## config.mk

```make
export PLATFORM = sky130hd
export DESIGN_NAME = dct_block_scheduler
export DESIGN_NICKNAME = d
export VERILOG_FILES = /design/src/rtl/dct_block_scheduler.sv
export SDC_FILE = /design/constraint.sdc
export NUM_CORES = 1
export LEC_CHECK = 0
export CORE_ASPECT_RATIO = 1.1
export CORE_MARGIN = 3
export CORE_UTILIZATION = 40
export DETAILED_ROUTE_END_ITERATION = 10
export PLACE_DENSITY = 0.76
export SYNTH_ARGS = -nofsm -noshare
export SYNTH_HDL_FRONTEND = slang
export SYNTH_SLANG_ARGS = --single-unit
```

## constraint.sdc

```tcl
create_clock -name clock -period 3.1 [get_ports clock]
set_input_delay 0.62 -clock clock [delete_from_list [all_inputs] [get_ports clock]]
set_output_delay 0.62 -clock clock [all_outputs]
set_load 0.05 [all_outputs]
```

## src/rtl/dct_block_scheduler.sv

```systemverilog
// Ping-pong scheduler that feeds 8x8 blocks from two input banks through a single DCT
// into two output banks, with per-block DCT reset, run timeout and completion counting.
module dct_block_scheduler #(
    parameter int DCT_RST_CYCLES = 2,
    parameter int TIMEOUT        = 1023
) (
    input  logic        clock,
    input  logic        nreset,
    input  logic [1:0]  blk_ready,
    output logic [1:0]  blk_release,
    output logic        dct_nreset,
    input  logic [5:0]  dct_fetch_addr,
    output logic [6:0]  src_raddr,
    input  logic [5:0]  dct_result_addr,
    input  logic        dct_result_wren,
    output logic [6:0]  out_waddr,
    output logic        out_wren,
    input  logic        dct_finished,
    output logic [1:0]  out_valid,
    input  logic [1:0]  out_consume,
    output logic        busy,
    output logic        err,
    output logic [15:0] blocks_done
);

    typedef enum logic [1:0] {IDLE, RST, RUN, DONE} state_t;

    localparam logic [3:0]  RST_LAST = 4'(DCT_RST_CYCLES - 1);
    localparam logic [15:0] RUN_LAST = 16'(TIMEOUT - 1);

    state_t      state;
    logic        in_sel;
    logic        out_sel;
    logic        last_in;
    logic        success;
    logic [3:0]  rst_cnt;
    logic [15:0] run_cnt;
    logic        pick;
    logic [1:0]  valid_set;

    // Round-robin: the bank not served last wins if it is ready.
    assign pick = blk_ready[~last_in] ? ~last_in : last_in;

    assign valid_set = (state == DONE && success) ? (out_sel ? 2'b10 : 2'b01) : 2'b00;

    assign src_raddr = {in_sel, dct_fetch_addr};
    assign out_waddr = {out_sel, dct_result_addr};
    assign out_wren  = dct_result_wren && (state == RUN);

    always_ff @(posedge clock or negedge nreset) begin
        if (!nreset) begin
            state       <= IDLE;
            in_sel      <= 1'b0;
            out_sel     <= 1'b0;
            last_in     <= 1'b1;
            success     <= 1'b0;
            rst_cnt     <= 4'd0;
            run_cnt     <= 16'd0;
            blk_release <= 2'b00;
            dct_nreset  <= 1'b0;
            out_valid   <= 2'b00;
            busy        <= 1'b0;
            err         <= 1'b0;
            blocks_done <= 16'd0;
        end else begin
            blk_release <= 2'b00;
            // A completion set on the same bank as a consume takes priority.
            out_valid   <= (out_valid & ~out_consume) | valid_set;
            case (state)
                IDLE: begin
                    if ((blk_ready != 2'b00) && !out_valid[out_sel]) begin
                        state   <= RST;
                        in_sel  <= pick;
                        rst_cnt <= 4'd0;
                        busy    <= 1'b1;
                    end
                end
                RST: begin
                    if (rst_cnt == RST_LAST) begin
                        state      <= RUN;
                        run_cnt    <= 16'd0;
                        dct_nreset <= 1'b1;
                    end else begin
                        rst_cnt <= rst_cnt + 4'd1;
                    end
                end
                RUN: begin
                    if (dct_finished) begin
                        state       <= DONE;
                        success     <= 1'b1;
                        dct_nreset  <= 1'b0;
                        blk_release <= in_sel ? 2'b10 : 2'b01;
                    end else if (run_cnt == RUN_LAST) begin
                        state       <= DONE;
                        success     <= 1'b0;
                        err         <= 1'b1;
                        dct_nreset  <= 1'b0;
                        blk_release <= in_sel ? 2'b10 : 2'b01;
                    end else begin
                        run_cnt <= run_cnt + 16'd1;
                    end
                end
                DONE: begin
                    state   <= IDLE;
                    busy    <= 1'b0;
                    last_in <= in_sel;
                    // An aborted block leaves the output bank selected so it is rewritten.
                    if (success) begin
                        out_sel     <= ~out_sel;
                        blocks_done <= blocks_done + 16'd1;
                    end
                end
                default: state <= IDLE;
            endcase
        end
    end

endmodule

```

==> metrics.md, run 1 <==
| Metric | Value |
|---|---|
| Max clock buf depth | 2 |
| Place WS | about 690 ps |
| GRT Util Overall | 0.153 |
| Gate Count Post-Synth | between 200 and 300 |
| Die area | slightly above 8000 µm² |
| Commonest non-fill, non-tap cell in the layout | dfrtp_1 |
| Synth area leader | dfrtp_1 |
| Vias in the first global route | between 2,000 and 2,500 |
| Power density cells | ~850 nW/µm² |
| Critical path class | reg -> reg |
| Share of cells above drive strength 1 | 0.0900 |
| Hold buffers post-CTS | 0 |
| CP Launch Type | flip-flop |
| Post-route clock period utilization | 0.751 |
| Clk slew on worst S/H paths | ~90 ps |
| DR pass1 iterations | 4 |
| Switching share of total power | 0.442 |
| Diodes inserted | 0 |
| Initial antenna violation count | 0 |
| Psw | 1.24 mW |
| Met3 wire len | approximately 300 µm |
| Total grt overflow | 0 |
| Final core utilization | 0.484 |
| Synth Register Bits | 49 |
| IO Port Bufs | 33 |
| Count of cell types in the netlist | 63 |
| Fillers | ~600 |
| Setup_tns | 0 ps |
| Number of synthesized flops with an enable pin | 0 |
| Worst setup margin | 773 ps |
| Vias/cell | 5.72 |
| Metal2 WL | about 2.8 mm |
| Row count | 31 |
| Layout Skew | approximately 5.7 ps |
| WL/cell | roughly 15 µm |
| Area delta synth->final | 14.5% |
| Most frequent cells in the layout | dfrtp_1 (48), clkdlybuf4s50_1 (31), nand2_1 (29) |
| CTS tree | yes |
| Cts bufs inserted | 5 |
| Pin count of the biggest net entering global routing | 50 |
| M1 wire length | ~2.8 mm |
| Fin. max-slew vios | 0 |
| Setup violators final | 0 |
| Dominant cells by area after synthesis | dfrtp_1 (42%), ha_1 (4.4%), nand2_1 (3.8%), buf_4 (3.7%), inv_1 (2.5%) |
| Die Ht | ~95 µm |
| Comb pwr share | 0.476 |
| Setup bufs post-CTS | 0 |
| Dpl hpwl | between 4 and 5 mm |
| Worst hold path type | reg -> reg |
| I/O Pins | 58 |
| DRC | 0 |
| Clock root buffer master | clkbuf_8 |
| Minimum clock period | ~2300 ps |
| Internal power | roughly 1.6 mW |
| CTS sink count | a little under 50 |
| Placed insts | between 300 and 400 |
| First-pass GRT wire length | around 10 mm |
| Die Span X | about 87 µm |
| Required time worst endpoint | ~3300 ps |
| Synth warn | 0 |
| Highest clock rate | 430 MHz |
| Critical path arrival | 2510 ps |
| Top layer reached by signal wires | met4 |
| Flop pwr share | 0.360 |
| Endpoint type of the worst setup path | flip-flop |
| Non-filler cells, final | 393 |
| Async SR Flop Fraction | 1.00 |
| WL final | about 6 mm |
| Slew HR | 0.270 |
| Iter 0 DRT Violations | roughly 120 |
| Post-Syn Area | about 2900 µm² |
| Leakage | between 1 and 1.5 nW |
| Status | completed |
| Clock share of power | 0.163 |
| Ys flop type | dfrtp_1 |
| Post-synth top area share | 0.418 |
| Post-Syn Area per Cell | 9.90 µm² |
| CP max FO | 17 |
| Worst Tran Pin Value | about 1100 ps |
| Syn Nets | 320 |
| Register area share after synthesis | 0.427 |
| Min Hold Slack | 465 ps |
| CTS resizes | 0 |
| Nets | 340 |
| Via Count | 2,246 |
| Post-DRT Antenna Nets | 0 |
| Initial Utilization | 0.423 |
| Max VDD drop | 0.590 mV |
| Unrepaired setup endpoints after global routing | false |
| H-tree Lvls | 2 |
| RePlAce Congestion | between 0.7 and 0.8 |
| Core area | roughly 6800 µm² |
| Final Hold Viols | 0 |
| MaxCap Viol Count | 0 |
| Worst skew pair latency | ~300 ps |
flip-flops by register name (all words and copies together), names as in the netlist, 2 cells and up:
signal and cells:
blocks_done 16, run_cnt 16, rst_cnt 4, blk_release 2
out_valid 2, state 2
routing by layer:
layer,vias to the layer above,GRT usage
met5,-,0
met4,0,0.0532
met3,2,0.0428
met2,50,0.235
met1,1110,0.206
li1,1084,-
through the flow:
stage	instance area, µm²	power [mW]
floorplan	2870	2.02
global placement	3180	2.31
detailed placement	3180	2.36
CTS	3290	2.83
global route	3290	3.00
finish	3290	2.80
kinds of logic after synthesis:
| family | count (synthesis) | share of synthesized area |
|---|---|---|
| fa+ha+maj | 10 | 0.0436 |
| compound gates | 50 | 0.138 |
| buf+inv | 44 | 0.0797 |
| simple gates | 116 | 0.242 |
| xor+xnor | 16 | 0.0488 |
| flops | 49 | 0.427 |
| mux | 5 | 0.0200 |
critical path: stages, from the launching register on:
cell      delay, ps
dfrtp_1         410
inv_1           110
ha_1            360
nor4bb_1        390
nor2_1          120
buf_4           210
or3_1           320
o311ai_1        280
final cells by class:
cell class | instances | area, µm² | share of cell area
clock buffer | 6 | 72.6 | 0.0221
clock inverter | 2 | 38.8 | 0.0118
inverter | 19 | 71.3 | 0.0217
multi-input combinational | 197 | 1420 | 0.430
sequential | 49 | 1230 | 0.373
tap | 82 | 103 | 0.0312
timing repair buffer | 38 | 360 | 0.110
cell usage after synthesis (all sizes together) (2+ instances only):
cell type	n
o22ai	3
o21ai	4
nor3	15
and3	9
and2	3
inv	19
a31oi	3
nand2b	4
clkbuf	6
nand3	9
nor4	4
o311a	3
a31o	2
a21oi	6
nor3b	2
dfrtp	48
nand2	29
ha	10
and3b	2
nand4b	3
mux2i	2
mux2	3
or2	3
o311ai	9
xnor2	8
buf	19
o211ai	7
a221o	6
or3	6
nand4	6
xor2	8
or4	3
nor2	10
power groups by stage:
stage | Combinational (mW) | Sequential (mW) | Clock, mW
5_1_grt | 1.46 | 1.04 | 0.497
3_3_place_gp | 1.30 | 1.01 | 0
6_report | 1.34 | 1.01 | 0.458
3_5_place_dp | 1.34 | 1.02 | 0
2_1_floorplan | 0.845 | 1.17 | 0
4_1_cts | 1.35 | 1.01 | 0.476
path summary, 6_finish.rpt:
kind	cells after the start	startpoint	slack, ps	end
max reg2reg	7	state[1]	770	run_cnt[4]
min	1	blocks_done[15]	470	blocks_done[15]
max	7	state[1]	770	run_cnt[4]
min in group asynchronous	1	nreset	510	blocks_done[10]
max in group asynchronous	1	nreset	1920	run_cnt[6]
min reg2reg	1	blocks_done[15]	470	blocks_done[15]
(Power assumes the default switching activity.)
==> inputs of run 2 (changes only) <==
==> constraint.sdc (replaced) <==
create_clock -name clock -period 2.25 [get_ports clock]
set_input_delay 0.45 -clock clock [delete_from_list [all_inputs] [get_ports clock]]
set_output_delay 0.45 -clock clock [all_outputs]
set_load 0.05 [all_outputs]
==> run 2 against run 1 <==
  * Combinational power grew 43%
  * Via count grew 1.2%
  * Final cell count grew 2.0%
  * Clock skew grew 1.8 ps
  * Worst hold slack lost 310 ps
  * Largest power group unchanged
==> metrics.md, run 2 (synthesized netlist as in run 1, its figures left out) <==
| Metric | Value |
|---|---|
| DR pass1 iterations | 4 (unchanged) |
| Post-DRT Antenna Nets | 0 (unchanged) |
| H-tree Lvls | 2 (unchanged) |
| Critical path arrival | 1690 ps (-820 ps) |
| MaxCap Viol Count | 0 (unchanged) |
| Origin of the critical flop-to-flop path | state[1] |
| Area delta synth->final | 17.3% |
| Worst hold path type | in -> async |
| WL/cell | 15.4 µm (+1.2%) |
| Pin count of the biggest net entering global routing | 30 (-40%) |
| Core area | 6790 µm² (unchanged) |
| Vias/cell | 5.67 (-0.86%) |
| Minimum clock period | 2140 ps |
| Die area | 8230 µm² (unchanged) |
| GRT Util Overall | 0.160 (+0.00741) |
| Cts bufs inserted | 5 (unchanged) |
| CTS tree | yes |
| Highest clock rate | 466 MHz |
| Setup violators final | 0 (unchanged) |
| Worst path top cell family by delay | buffers and inverters |
| Dpl hpwl | 4.55 mm (+8.2%) |
| Fillers | 620 (+3.0%) |
| Max incr delay on CP | 410 ps (about the same) |
| Placed insts | 393 (+2.1%) |
| Initial Utilization | 0.423 (unchanged) |
| Endpoint type of the worst setup path | primary output |
| Setup_tns | 0 ps (unchanged) |
| Diodes inserted | 0 (unchanged) |
| DRC | 0 (unchanged) |
| Total grt overflow | 0 (unchanged) |
| Worst skew pair latency | 300 ps (about the same) |
| Critical path class | reg -> out |
| CP Launch Type | flip-flop |
| Unrepaired setup endpoints after global routing | false |
| Worst Tran Pin Value | 639 ps (-456 ps) |
| Clk slew on worst S/H paths | 100 ps (about the same) |
| Slew HR | 0.574 (+0.304) |
| Fin. max-slew vios | 0 (unchanged) |
| Worst Reg-to-Reg Cells | 7 (unchanged) |
| Non-filler cells, final | 401 (+2.0%) |
| First-pass GRT wire length | 10.8 mm (+7.5%) |
| I/O Pins | 58 (unchanged) |
| Largest regs | blocks_done: 16 flops, run_cnt: 16 flops, rst_cnt: 4 flops |
| CP max FO | 24 (+7) |
| Most frequent cells in the layout | dfrtp_1 (48), clkdlybuf4s50_1 (31), nand2_1 (29) |
| CTS sink count | 49 (unchanged) |
| Required time worst endpoint | 1800 ps (-1490 ps) |
| Row count | 31 (unchanged) |
| IO Port Bufs | 33 (unchanged) |
| RePlAce Congestion | 0.831 (+5.4%) |
| Via Count | 2,272 (+1.2%) |
| Die Ht | 94.9 µm (unchanged) |
| Iter 0 DRT Violations | 82 (-33%) |
| Buf/Inv on CP | 3 (+1) |
| Final Hold Viols | 0 (unchanged) |
| Nets | 348 (+2.4%) |
| WL final | 6.17 mm (+3.2%) |
| CP max stage cell | dfrtp_1 |
| Power density cells | 1170 nW/µm² (+38%) |
| Die Span X | 86.8 µm (unchanged) |
| Reg2reg end | run_cnt[12] |
| Clock root buffer master | clkbuf_8 |
| Max VDD drop | 0.801 mV (+36%) |
| Status | completed |
| Share of cells above drive strength 1 | 0.116 (+0.0260) |
| Vias in the first global route | 2,343 (+11%) |
| Hold buffers post-CTS | 0 (unchanged) |
| Max clock buf depth | 2 (unchanged) |
| Post-route clock period utilization | 0.953 |
| Commonest non-fill, non-tap cell in the layout | dfrtp_1 |
| Layout Skew | 7.47 ps (+1.79 ps) |
| Reg2reg setup slack | 140 ps (-630 ps) |
| Initial antenna violation count | 0 (unchanged) |
| Leakage | 1.46 nW (+3.0%) |
| CP cell instances | inv_1 > ha_1 > buf_6 > and2_1 > buf_12 |
## run 2: cell types whose count changed in the layout (fill, tap and decap cells not counted), sizes merged
cell      change
clkinvlp      +1
buf           +8
clkbuf        -1
## run 2: worst max path at each step
stage,start,endpoint,slack [ps],cells past startpoint
global placement,dct_finished,run_cnt[7],230,5
global route,state[1],run_cnt[12],10,7
floorplan,state[0],out_wren,200,5
finish,state[0],out_wren,110,5
CTS,state[0],out_wren,40,5
detailed placement,dct_finished,run_cnt[5],170,5
## run 2: per-stage QoR
| step | util | area [µm²] | hold WS [ps] | setup slack, ps | total power [mW] |
|---|---|---|---|---|---|
| 3_3_place_gp | 0.479 | 3250 | 463 | 229 | 3.24 |
| 6_report | 0.496 | 3370 | 155 | 106 | 3.95 |
| 4_1_cts | 0.496 | 3360 | 176 | 36.7 | 3.97 |
| 5_1_grt | 0.496 | 3370 | 196 | 11.0 | 4.24 |
| 2_1_floorplan | - | 2870 | 154 | 199 | 2.78 |
| 3_5_place_dp | 0.479 | 3250 | 459 | 169 | 3.33 |
## run 2: final cells by class
cell class | count | area (µm²) | share of cell area
multi-input cells | 197 | 1420 | 0.420
flip-flops and latches | 49 | 1230 | 0.364
repair buffers | 46 | 437 | 0.130
well taps | 82 | 103 | 0.0305
inverters | 19 | 71.3 | 0.0212
clock buffers | 5 | 68.8 | 0.0204
clock inverters | 3 | 46.3 | 0.0137
## run 2: per-layer routing
metal | wire length, µm | share of wire | track usage | vias up
met5 | 0 | 0 | 0 | -
met4 | 62 | 0.010 | 0.0597 | 0
met3 | 256 | 0.041 | 0.0262 | 7
met2 | 3030 | 0.49 | 0.268 | 45
met1 | 2820 | 0.46 | 0.207 | 1115
li1 | - | - | - | 1105
## run 2: power by group
| group | internal [mW] | total (mW) | switching [mW] |
|---|---|---|---|
| logic | 0.755 | 1.91 | 1.16 |
| registers | 1.11 | 1.40 | 0.289 |
| clock network | 0.333 | 0.634 | 0.301 |
## run 2: what timing repair did
item / 4_1_cts / 5_1_grt
buffers inserted: 0 / 0
resized for setup: 0 / 1
setup endpoints to repair: 0 / 1
==> inputs of run 3 (changes only) <==
--- a/config.mk
+++ b/config.mk
@@ -5,9 +5,11 @@
 export SDC_FILE = /design/constraint.sdc
 export NUM_CORES = 1
 export LEC_CHECK = 0
+export CAP_MARGIN = 20
 export CORE_ASPECT_RATIO = 1.1
-export CORE_MARGIN = 3
+export CORE_MARGIN = 4
 export CORE_UTILIZATION = 40
+export CTS_CLUSTER_DIAMETER = 40
 export DETAILED_ROUTE_END_ITERATION = 10
 export PLACE_DENSITY = 0.76
 export SYNTH_ARGS = -nofsm -noshare
==> run 3 against run 2 <==
  * Highest routed layer unchanged
  * Core utilization fell by 1.4 points
  * Sequential power about the same
  * Register-to-register slack hardly changed
  * Largest cell class unchanged
  * Critical path type unchanged
  * Routed wire length decreased by 5.2%
  * Clock skew increased by 5.3 ps
  * Flip-flop and latch count unchanged
  * Critical endpoint unchanged
  * Power shrank 2.2%
  * First-iteration DRC count grew 85%
  * Worst hold slack got worse by 26 ps
  * Design area rose by 0.33%
==> metrics.md, run 3 (synthesized netlist as in run 1, its figures left out) <==
| Metric | Value |
|---|---|
| Via Count | 2,213 (-2.6%) |
| Unrepaired setup endpoints after global routing | false |
| Place WS | 178 ps (+8.65 ps) |
| Post-DRT Antenna Nets | 0 (unchanged) |
| Worst setup margin | 140 ps (+34.0 ps) |
| I/O Pins | 58 (unchanged) |
| CP max FO | 19 (-21%) |
| RePlAce Congestion | 0.812 (-2.3%) |
| Power density cells | 1140 nW/µm² (-2.6%) |
| Clk slew on worst S/H paths | 110 ps (about the same) |
| Commonest non-fill, non-tap cell in the layout | dfrtp_1 |
| Die Ht | 96.9 µm (+2.1%) |
| Area of the multi-input gates | 1420 µm² (unchanged) |
| Final Hold Viols | 0 (unchanged) |
| Most frequent cells in the layout | dfrtp_1 (48), clkdlybuf4s50_1 (31), nand2_1 (29) |
| Critical path class | reg -> out |
| MaxCap Viol Count | 0 (unchanged) |
| Setup_tns | 0 ps (unchanged) |
| Minimum clock period | 2110 ps (-34.0 ps) |
| Setup violators final | 0 (unchanged) |
| Iter 0 DRT Violations | 152 (+85%) |
| Cts bufs inserted | 5 (unchanged) |
| WL/cell | 14.5 µm (-5.9%) |
| Largest regs | blocks_done: 16 flops, run_cnt: 16 flops, rst_cnt: 4 flops |
| DRC | 0 (unchanged) |
| Min Hold Slack | 128 ps (-26.5 ps) |
| Non-filler cells, final | 404 (+0.75%) |
| Layout Skew | 12.7 ps (+5.28 ps) |
| Worst hold path type | in -> async |
| Worst skew pair latency | 310 ps (about the same) |
| Area delta synth->final | 17.7% |
| Fillers | 635 (+2.4%) |
| Die area | 8600 µm² (+4.5%) |
| Max VDD drop | 0.856 mV (+6.8%) |
| Pin count of the biggest net entering global routing | 31 (+3.3%) |
| CTS tree | yes |
| Highest clock rate | 474 MHz (+1.6%) |
| Row count | 32 (+3.2%) |
| IO Port Bufs | 33 (unchanged) |
| Setup bufs post-CTS | 0 (unchanged) |
| Initial Utilization | 0.410 (-0.0132) |
| DR pass1 iterations | 4 (unchanged) |
| Placed insts | 396 (+0.76%) |
| Fin. max-slew vios | 0 (unchanged) |
| Diodes inserted | 0 (unchanged) |
| Initial antenna violation count | 0 (unchanged) |
| Max clock buf depth | 2 (unchanged) |
| CP Launch Type | flip-flop |
| Total grt overflow | 0 (unchanged) |
| Nets | 348 (unchanged) |
| Required time worst endpoint | 1800 ps (about the same) |
| Vias/cell | 5.48 (-3.3%) |
| Endpoint type of the worst setup path | primary output |
| H-tree Lvls | 2 (unchanged) |
| Status | completed |
| Die Span X | 88.8 µm (+2.3%) |
| Core area | 7010 µm² (+3.2%) |
| WL final | 5.86 mm (-5.2%) |
| Slew HR | 0.612 (+0.0383) |
| Critical path arrival | 1660 ps (-30 ps) |
| Worst Tran Pin Value | 582 ps (-57.4 ps) |
| Register area | 1230 µm² (unchanged) |
| First-pass GRT wire length | 10.0 mm (-6.9%) |
| CTS sink count | 49 (unchanged) |
| GRT Util Overall | 0.142 (-0.0181) |
| Vias in the first global route | 2,090 (-11%) |
| Post-route clock period utilization | 0.938 (-0.0151) |
| Leakage | 1.47 nW (+0.50%) |
| Final core utilization | 0.482 (-0.0139) |
| Clock root buffer master | clkbuf_8 |
| Dpl hpwl | 4.33 mm (-4.9%) |
| Share of cells above drive strength 1 | 0.116 (unchanged) |
==> run 3: worst max-delay path: stages, from the launching register on <==
cell and delay [ps]:
dfrtp_1 420, inv_1 140, ha_1 250, buf_6 210
and2_1 190, buf_12 140
==> run 3: final cells by class <==
type                    instances  area share
clock buffers                   5      0.0204
clock inverters                 3     0.00852
inverters                      19      0.0211
multi-input cells             197       0.419
flip-flops and latches         49       0.363
well taps                      85      0.0315
repair buffers                 46       0.137
==> run 3: repair_timing <==
action	4_1_cts	5_1_grt
endpoints found under the setup margin	0	1
hold buffers	0	0
resized for setup	0	1
==> run 3: per-layer routing <==
| layer | up-vias | share of wire | track usage |
|---|---|---|---|
| met3 | 6 | 0.043 | 0.0375 |
| li1 | 1100 | - | - |
| met2 | 45 | 0.47 | 0.217 |
| met4 | 0 | 0.0082 | 0.0372 |
| met1 | 1062 | 0.48 | 0.198 |
| met5 | - | 0 | 0 |
==> run 3: power by group <==
group          total [mW]  switching (mW)  internal [mW]
logic                1.92            1.14          0.773
registers            1.38           0.268           1.11
clock network       0.563           0.330          0.233
total                3.86            1.74           2.12
==> run 3: path summary, 6_finish.rpt <==
path / start / endpoint / slack [ps] / depth (start not counted)
min reg2reg: blocks_done[15] / blocks_done[15] / 480 / 1
max in group asynchronous: nreset / run_cnt[11] / 1580 / 2
min: nreset / blocks_done[1] / 130 / 1
min in group clock: blocks_done[15] / blocks_done[15] / 480 / 1
max: state[0] / out_wren / 140 / 5
max reg2reg: run_cnt[12] / run_cnt[6] / 150 / 5
==> run 3: metrics by stage <==
step	power, mW	cell area [µm²]
2_1_floorplan	2.78	2870
3_3_place_gp	3.25	3280
3_5_place_dp	3.32	3280
4_1_cts	3.89	3380
5_1_grt	4.14	3380
6_report	3.86	3380
==> variant (config.mk and constraints of run 3) <==
Encoding of `state_t`: now Gray code (2 bits for 4 states).
--- a/src/rtl/dct_block_scheduler.sv
+++ b/src/rtl/dct_block_scheduler.sv
@@ -25,3 +25,3 @@
 
-    typedef enum logic [1:0] {IDLE, RST, RUN, DONE} state_t;
+    typedef enum logic [1:0] {IDLE = 2'b00, RST = 2'b01, RUN = 2'b11, DONE = 2'b10} state_t;
 
Formal check against the unedited RTL: no difference found for any inputs over 10 cycles, from zero or initial values and one cycle with nreset low; not proved beyond that.
==> variant against run 3 <==
- area after synthesis decreased by 8.1%
- via count down 2.7%
- clock power rose by 9.4%
- hold slack improved by 0.35 ns
- sequential cell count is the same
- register-to-register slack improved by 0.19 ns
- routed wire length decreased by 1.3%
- count of clock-buffer cells in the layout increased by 1
- setup slack gained 0.058 ns
- final area is 7.7% lower
- total power is 13% lower
- core utilization grew 1.2 points
- critical endpoint is now blocks_done[4]
- highest routed layer unchanged
==> variant: results (changes against run 3) <==
Status: completed
Area share of fa/ha/maj cells after synthesis: 0.02371 (-0.01987)
Max-slew headroom: 0.6642 (+0.05203)
Routed WL: 5780 µm (-1.3%)
Routed vias: 2154 (-2.7%)
Distinct cells, synth: 55 (-13%)
Layout net count: 327 (-6.0%)
Post-Synth XOR/XNOR Area: 0.05311 (+0.004304)
Post-DP HPWL: 4250 µm (-1.8%)
Synth Area in Compound Gates: 0.1389 (+0.0008020)
CP Data Arrival Time: 1.60 ns (-0.06 ns)
Post-placement cell count: 374 (-5.6%)
Vias in the first global route: 2143 (+2.5%)
Hold endpoint: err$_DFFE_PN0P_
Most instantiated cells after synthesis: dfrtp_1, nand2_1, inv_1, nand3_1
DRT iter0 DRCs: 103 (-32%)
Post-Syn Nets: 300 (-6.3%)
Hold Path Class: flop to flop
Placed instance area: 0.003002 mm² (-8.4%)
GPL Wtd Cong: 0.8372 (+3.1%)
CP max stage delay: 0.84 ns (+0.42 ns)
CP endpoint: blocks_done[4]
Largest net degree at the start of global routing: 27 (-13%)
Net Sw Frac: 0.4132 (-0.03813)
R2r setup slk: 0.34 ns (+0.19 ns)
Slowest CP cell: clkdlybuf4s50_1
Crit. Startpoint: blocks_done[4]$_DFFE_PN0N_
R2R Path Start: run_cnt[0]$_DFFE_PN0P_
Critical Path Fanout Max: 6 (-13)
Total global-route track usage: 0.1532 (+0.01108)
CTS Buf Count: 5 (unchanged)
R2R Path End: run_cnt[3]$_DFFE_PN0P_
Mean Syn Cell Area: 9.596 µm² (-3.1%)
Sequential share of the synthesized area: 0.4651 (+0.03770)
FF-to-FF path depth: 6 (+1)
Mux cell area share after synthesis: 0.01612 (-0.003922)
First-pass GRT wire length: 9956 µm (-0.76%)
Leak: 1.362 nW (-7.1%)
Port Buffers: 33 (unchanged)
Hold Path Cell Cnt: 1
Max IR drop VDD: 0.6703 mV (-22%)
Layout cells sized above 1: 0.1089 (-0.007077)
Vias/cell: 5.624 (+2.7%)
Clock skew: 0.01466 ns (+0.001923 ns)
Synth area leaders: dfrtp_1, nand2_1, buf_4
-- variant: area by class of cell --
cell class	count	area (µm²)
Fill cell	577	3187
Clock buffer	6	72.57
Tap cell	80	100.1
Multi-Input combinational cell	185	1200
Inverter	17	63.81
Clock inverter	2	35.03
Timing Repair Buffer	44	420.4
Sequential cell	49	1227
-- variant: cells by family (layout without fill, tap and decap cells) --
| group | Yosys count | count (layout) |
|---|---|---|
| multiplexers | 4 | 4 |
| flip-flops | 49 | 49 |
| adder cells (fa/ha/maj) | 5 | 5 |
| AND/OR/NAND/NOR | 109 | 109 |
| AO/OA/AOI/OAI | 51 | 51 |
| XOR/XNOR | 16 | 16 |
| buffers and inverters | 41 | 69 |
-- variant: power groups by stage --
stage	logic (mW)	clock network [mW]	registers (mW)
6_report	1.31	0.616	1.41
5_1_grt	1.44	0.675	1.46
4_1_cts	1.32	0.634	1.41
3_5_place_dp	1.32	0	1.42
3_3_place_gp	1.28	0	1.41
2_1_floorplan	0.813	0	1.53
-- variant: timing repair --
| action | 4_1_cts | 5_1_grt |
|---|---|---|
| setup buffers | 0 | 0 |
| hold buffers | 1 | 0 |
| endpoints found under the hold margin | 3 | 0 |
-- variant: metrics by stage --
stage / setup slack, ns / hold slack [ns] / util
after floorplan: 0.5035 / 0.1544 / -
after global placement: 0.1831 / 0.2671 / 0.4760
after detailed placement: 0.1274 / 0.2724 / 0.4760
after CTS: 0.1919 / 0.4796 / 0.4946
after global routing: 0.1173 / 0.4803 / 0.4946
final: 0.1980 / 0.4739 / 0.4946
-- variant: layer usage --
layer	wire (µm)	global-route usage	part of all wire	vias up
met5	0	0	0	-
met4	108	0.05673	0.019	0
met3	413	0.03348	0.071	9
met2	2769	0.2545	0.48	73
met1	2488	0.1948	0.43	1050
li1	-	-	-	1022
